## src/rtl/fir_decimator.sv

```systemverilog
// Keep-one-in-N sample selector feeding a small first-word-fall-through FIFO
// with a valid/ready output and a sticky overflow flag.
module fir_decimator #(
  parameter int unsigned DATA_WIDTH  = 16,
  parameter int unsigned FIFO_DEPTH  = 8,
  parameter int unsigned DECIM_WIDTH = 8
) (
  input  logic                          clk,
  input  logic                          reset,
  input  logic [DATA_WIDTH-1:0]         data_in,
  input  logic                          in_valid,
  input  logic [DECIM_WIDTH-1:0]        decim_factor,
  output logic [DATA_WIDTH-1:0]         out_data,
  output logic                          out_valid,
  input  logic                          out_ready,
  output logic [$clog2(FIFO_DEPTH):0]   fifo_level,
  output logic                          overflow,
  input  logic                          clear_overflow
);

  localparam int unsigned AW = $clog2(FIFO_DEPTH);
  localparam int unsigned LW = AW + 1;

  logic [DECIM_WIDTH-1:0] r_phase;
  logic [DECIM_WIDTH-1:0] r_factor;
  logic                   r_first;
  logic [DECIM_WIDTH-1:0] w_req;
  logic [DECIM_WIDTH-1:0] w_n;
  logic                   w_wrap;
  logic                   w_keep;

  logic [DATA_WIDTH-1:0]  r_mem [FIFO_DEPTH];
  logic [LW-1:0]          r_wr_ptr;
  logic [LW-1:0]          r_rd_ptr;
  logic                   r_overflow;
  logic [LW-1:0]          w_level;
  logic                   w_full;
  logic                   w_empty;
  logic                   w_pop;
  logic                   w_push;
  logic                   w_drop;

  // The factor in use is the latched one, except on the first valid sample after reset.
  assign w_req  = (decim_factor == '0) ? DECIM_WIDTH'(1) : decim_factor;
  assign w_n    = r_first ? w_req : r_factor;
  assign w_wrap = in_valid && (r_phase == (w_n - DECIM_WIDTH'(1)));
  assign w_keep = in_valid && (r_phase == '0);

  always_ff @(posedge clk) begin
    if (reset) begin
      r_phase  <= '0;
      r_factor <= DECIM_WIDTH'(1);
      r_first  <= 1'b1;
    end else if (in_valid) begin
      r_first <= 1'b0;
      r_phase <= w_wrap ? '0 : (r_phase + DECIM_WIDTH'(1));
      if (w_wrap || r_first) begin
        r_factor <= w_req;
      end
    end
  end

  assign w_level = r_wr_ptr - r_rd_ptr;
  assign w_full  = (w_level == LW'(FIFO_DEPTH));
  assign w_empty = (w_level == '0);
  assign w_pop   = !w_empty && out_ready;
  // A pop in the same cycle frees the slot a full FIFO needs for the push.
  assign w_push  = w_keep && (!w_full || w_pop);
  assign w_drop  = w_keep && w_full && !w_pop;

  always_ff @(posedge clk) begin
    if (reset) begin
      r_wr_ptr   <= '0;
      r_rd_ptr   <= '0;
      r_overflow <= 1'b0;
    end else begin
      if (w_push) begin
        r_wr_ptr <= r_wr_ptr + LW'(1);
      end
      if (w_pop) begin
        r_rd_ptr <= r_rd_ptr + LW'(1);
      end
      if (w_drop) begin
        r_overflow <= 1'b1;
      end else if (clear_overflow) begin
        r_overflow <= 1'b0;
      end
    end
  end

  // Storage is not reset; only the pointers define what is valid.
  always_ff @(posedge clk) begin
    if (w_push) begin
      r_mem[r_wr_ptr[AW-1:0]] <= data_in;
    end
  end

  assign out_data   = w_empty ? '0 : r_mem[r_rd_ptr[AW-1:0]];
  assign out_valid  = !w_empty;
  assign fifo_level = w_level;
  assign overflow   = r_overflow;

endmodule

```

## config.mk

```make
export PLATFORM = sky130hd
export DESIGN_NAME = fir_decimator
export DESIGN_NICKNAME = d
export VERILOG_FILES = /design/src/rtl/fir_decimator.sv
export SDC_FILE = /design/constraint.sdc
export NUM_CORES = 1
export LEC_CHECK = 0
export ABC_AREA = 1
export CORE_MARGIN = 5
export CORE_UTILIZATION = 50
export DETAILED_ROUTE_END_ITERATION = 10
export GPL_ROUTABILITY_DRIVEN = 1
export PLACE_DENSITY = 0.7
export SLEW_MARGIN = 20
export SYNTH_ARGS = -nofsm -noshare
export SYNTH_HDL_FRONTEND = slang
export SYNTH_SLANG_ARGS = --single-unit
```

## constraint.sdc

```tcl
create_clock -name clk -period 4.2 [get_ports clk]
set_input_delay 0.84 -clock clk [delete_from_list [all_inputs] [get_ports clk]]
set_output_delay 0.84 -clock clk [all_outputs]
set_load 0.02 [all_outputs]
```

==> flow_metrics.tcl <==
set metrics [dict create \
    run_status "complete, no violations" \
    floorplan.die.height_um 127.5 \
    synth_cells 653 \
    static-leakage-power_nw 3.113 \
    slew_headroom_pct 55.67 \
    yosys_register_bits 157 \
    max_slew_violations 0 \
    floorplan.io_pins 51 \
    dpl.cell_count 871 \
    grt_usage_pct 19.56 \
    cts.reportedPaths.clkPinSlew_ns 0.06 \
    netlist_top_cells_area "sky130_fd_sc_hd__edfxtp_1, sky130_fd_sc_hd__nand2_1, sky130_fd_sc_hd__dfxtp_1" \
    drc 0 \
    final-setup-viol-count 0 \
    cts.hold.buffers_added 0 \
    cell_with_the_most_instances_after_synthesis "sky130_fd_sc_hd__nand2_1" \
    placement_rows 43 \
    worst_setup_path_start_kind "flip-flop" \
    net_count_of_the_mapped_netlist 691 \
    global_placer_s_final_weighted_congestion 0.9132 \
    wl_per_cell_um 16.64 \
    hold_ws_ns 0.4658 \
    power.ir.vdd_worst_uv 287.4 \
    placement.io_buffers 50 \
    synth-async-reset-ratio_pct 0 \
    netlist.top_cell.by_area "sky130_fd_sc_hd__edfxtp_1" \
    whs_path_depth 2 \
    synth-main-ff-cell "sky130_fd_sc_hd__edfxtp_1" \
    hp-class "flip-flop to flip-flop" \
    critical_path.reg2reg.endpoint "r_mem[0][11]$_DFFE_PP_" \
    dr.pass1.iters 5 \
    synth-edff-count 128 \
    worst-setup-path-type "flip-flop to output port" \
    cts-root-buf "sky130_fd_sc_hd__clkbuf_16" \
    timing.critical_path.to_type "output port" \
    final_nets 750 \
    unrepaired_setup_endpoints_after_global_routing "no" \
    die_area_mm2 0.01626 \
    mappedNetlistArea_mm2 0.006907 \
    timing.max_cap.violations 0 \
    fin_cells 904 \
    timing.setup.tns_ns 0 \
    initial_core_util_pct 50.34 \
    worstMarginPinSlew_ns 0.6642 \
    core_region_area_mm2 0.01372 \
    powerDensity_mw_per_mm2 540.5 \
    drt-vias-per-instance 5.491 \
    final_antenna_net_count 0 \
    syn_to_final_growth_pct 18.91 \
    proportion_of_netlist_area_held_by_the_largest_area_contributor_pct 55.65 \
    ys_warn_count 0 \
    vias 4964 \
    detail_route.iter0.violations 373 \
    final_wl_um 15050 \
    numCtsBuffers 17 \
    layout_worst_path_cycle_share_pct 94.71 \
    timing.critical_path.required_ns 3.36 \
    hold_start "overflow$_SDFFE_PP0P_" \
    ctsLongestPathBuffers 2 \
    min_delay_worst_endpoint "overflow$_SDFFE_PP0P_" \
    antennaDiodeCount 0 \
    antenna_found_initial 0 \
    worstPathMaxFanout 9 \
    grt_max_degree 37 \
    clock_latency_ns 0.42 \
    setup.reg_to_reg.worst_slack_ns 1.34 \
    global_route.overflow_total 0 \
    ff2ff_path_depth 10 \
    post_route_cells_drive_above_1_share_pct 9.254 \
    comb_power_share_pct 28.0 \
    fmax_mhz 251.4 \
    final_hold_viol_count 0 \
    synth.avg_cell_area_um2 10.58 \
    synth.cells.most_frequent "sky130_fd_sc_hd__nand2_1, sky130_fd_sc_hd__edfxtp_1, sky130_fd_sc_hd__a21oi_1, sky130_fd_sc_hd__inv_1, sky130_fd_sc_hd__nor2_1" \
    tritoncts "built" \
    p_switching_mw 1.354 \
    detailedPlacementHpwl_um 9569 \
    finalPower_mw 4.439 \
    cts_sinks 157 \
    power.share.switching_pct 30.51 \
    sequential_fraction_of_the_synthesis_area_pct 64.06 \
    layout_min_cycle_time_ns 3.978 \
    worstReg2RegStart "r_wr_ptr[1]$_SDFFE_PP0P_" \
    first_global_vias 5047 \
    synth_cell_type_count 35 \
    cp_data_arrival_time_ns 3.14 \
    clk_skew_ns 0.01134 \
    p_int_mw 3.085 \
    htree_depth 4 \
    power.share.sequential_pct 41.3 \
    nFillCells 1117 \
    die_w_um 127.5 \
    clkPwrFrac_pct 30.7 \
    global_route_wire_length_before_repair_um 24610 \
]
==> state kept, by name, indices dropped and copies added, names as in the netlist, named ones only <==
signal / flops
r_rd_ptr: 4
r_factor: 8
overflow: 1
r_phase: 8
r_mem: 128
r_wr_ptr: 4
r_first: 1
==> how the worst max path moves through the flow <==
stage / start / end / slack [ns]
finish: r_wr_ptr[1]$_SDFFE_PP0P_ / out_data[15] / 0.22
CTS: r_wr_ptr[1]$_SDFFE_PP0P_ / out_data[1] / 0.06
global placement: r_wr_ptr[1]$_SDFFE_PP0P_ / out_data[14] / 0.62
global route: r_wr_ptr[1]$_SDFFE_PP0P_ / out_data[15] / 0.01
floorplan: r_wr_ptr[0]$_SDFFE_PP0P_ / r_mem[5][0]$_DFFE_PP_ / 0.70
detailed placement: r_wr_ptr[1]$_SDFFE_PP0P_ / out_data[1] / 0.51
==> cell usage in the layout (no fill, tap or decap), types with 2 or more instances in the layout <==
| cell type | netlist | final |
|---|---|---|
| sky130_fd_sc_hd__nand3_1 | 25 | 25 |
| sky130_fd_sc_hd__nor3_2 | 0 | 6 |
| sky130_fd_sc_hd__nor3_1 | 8 | 2 |
| sky130_fd_sc_hd__clkbuf_16 | 0 | 17 |
| sky130_fd_sc_hd__clkbuf_1 | 21 | 6 |
| sky130_fd_sc_hd__inv_2 | 3 | 3 |
| sky130_fd_sc_hd__nor2_4 | 2 | 2 |
| sky130_fd_sc_hd__edfxtp_1 | 128 | 128 |
| sky130_fd_sc_hd__nand4_1 | 8 | 8 |
| sky130_fd_sc_hd__nand2_1 | 184 | 184 |
| sky130_fd_sc_hd__dfxtp_2 | 0 | 2 |
| sky130_fd_sc_hd__o211ai_1 | 2 | 2 |
| sky130_fd_sc_hd__a32oi_1 | 16 | 16 |
| sky130_fd_sc_hd__buf_4 | 0 | 19 |
| sky130_fd_sc_hd__ha_1 | 8 | 8 |
| sky130_fd_sc_hd__a211oi_1 | 2 | 2 |
| sky130_fd_sc_hd__a32o_1 | 16 | 16 |
| sky130_fd_sc_hd__inv_1 | 47 | 46 |
| sky130_fd_sc_hd__or2_2 | 2 | 2 |
| sky130_fd_sc_hd__nand3b_1 | 4 | 4 |
| sky130_fd_sc_hd__nand2_2 | 2 | 2 |
| sky130_fd_sc_hd__xor2_1 | 9 | 9 |
| sky130_fd_sc_hd__nor2_1 | 41 | 41 |
| sky130_fd_sc_hd__xnor2_1 | 3 | 3 |
| sky130_fd_sc_hd__clkdlybuf4s50_1 | 0 | 50 |
| sky130_fd_sc_hd__a21oi_1 | 49 | 49 |
| sky130_fd_sc_hd__o21ai_0 | 26 | 26 |
| sky130_fd_sc_hd__clkinvlp_4 | 0 | 2 |
| sky130_fd_sc_hd__clkinv_2 | 0 | 4 |
| sky130_fd_sc_hd__dfxtp_1 | 29 | 27 |
==> logic make-up after synthesis <==
kind of cell               after synthesis  share of synthesized area, %
adders and majority gates                9                         1.739
AOI/OAI and AO/OA                      113                         10.62
and+or+nand+nor                        281                         17.05
DFF                                    157                         64.06
buffers and inverters                   80                         4.692
xor gates and xnor gates                13                         1.848
==> power groups by stage <==
stage          combinational (mW)  sequential (mW)  clock (mW)
4_1_cts                      1.22             1.83        1.37
3_5_place_dp                 1.21             1.86           0
3_3_place_gp                 1.18             1.86           0
6_report                     1.24             1.83        1.36
2_1_floorplan               0.768             1.81           0
5_1_grt                      1.37             1.84        1.45
==> layer usage <==
layer  up-vias  part of all wire, %  global-route usage, %
met1      2397                   41                  22.65
met2       132                   50                  34.31
met4         0                  3.5                  9.022
met5         -                    0                      0
met3        37                  4.7                  4.599
li1       2398                    -                      -
==> through the flow <==
stage               instance area [um^2]  utilization [%]  worst slack (ns)
floorplan                           6907                -            0.7031
global placement                    7664            55.86            0.6225
detailed placement                  7664            55.86            0.5102
CTS                                 8182            59.64           0.05653
global route                        8213            59.86           0.01209
finish                              8213            59.86            0.2223
==> worst max-delay path, stage by stage (launching register included) <==
cell	delay, ns
sky130_fd_sc_hd__dfxtp_1	0.53
sky130_fd_sc_hd__inv_1	0.20
sky130_fd_sc_hd__fa_1	0.46
sky130_fd_sc_hd__xnor2_1	0.19
sky130_fd_sc_hd__nor3_1	0.09
sky130_fd_sc_hd__nand2_1	0.15
sky130_fd_sc_hd__clkinvlp_4	0.13
sky130_fd_sc_hd__buf_12	0.15
sky130_fd_sc_hd__a211oi_1	0.17
sky130_fd_sc_hd__clkdlybuf4s50_1	0.64
==> cell type report <==
type | count | area (um^2) | area share [%]
inverter | 50 | 191.4 | 2.331
clock buffer | 23 | 447.9 | 5.454
tap | 180 | 225.2 | 2.742
multi-input combinational | 416 | 2188 | 26.65
clock inverter | 8 | 70.07 | 0.8531
sequential | 157 | 4427 | 53.90
timing repair buffer | 70 | 663.1 | 8.074
==> repair_timing <==
item | in CTS | in global routing
buffers inserted | 0 | 2
gates resized for setup | 0 | 1
endpoints found under the setup margin | 0 | 16
endpoints found under the hold margin | 0 | 0
No activity file was read; power rests on OpenSTA's default activity.
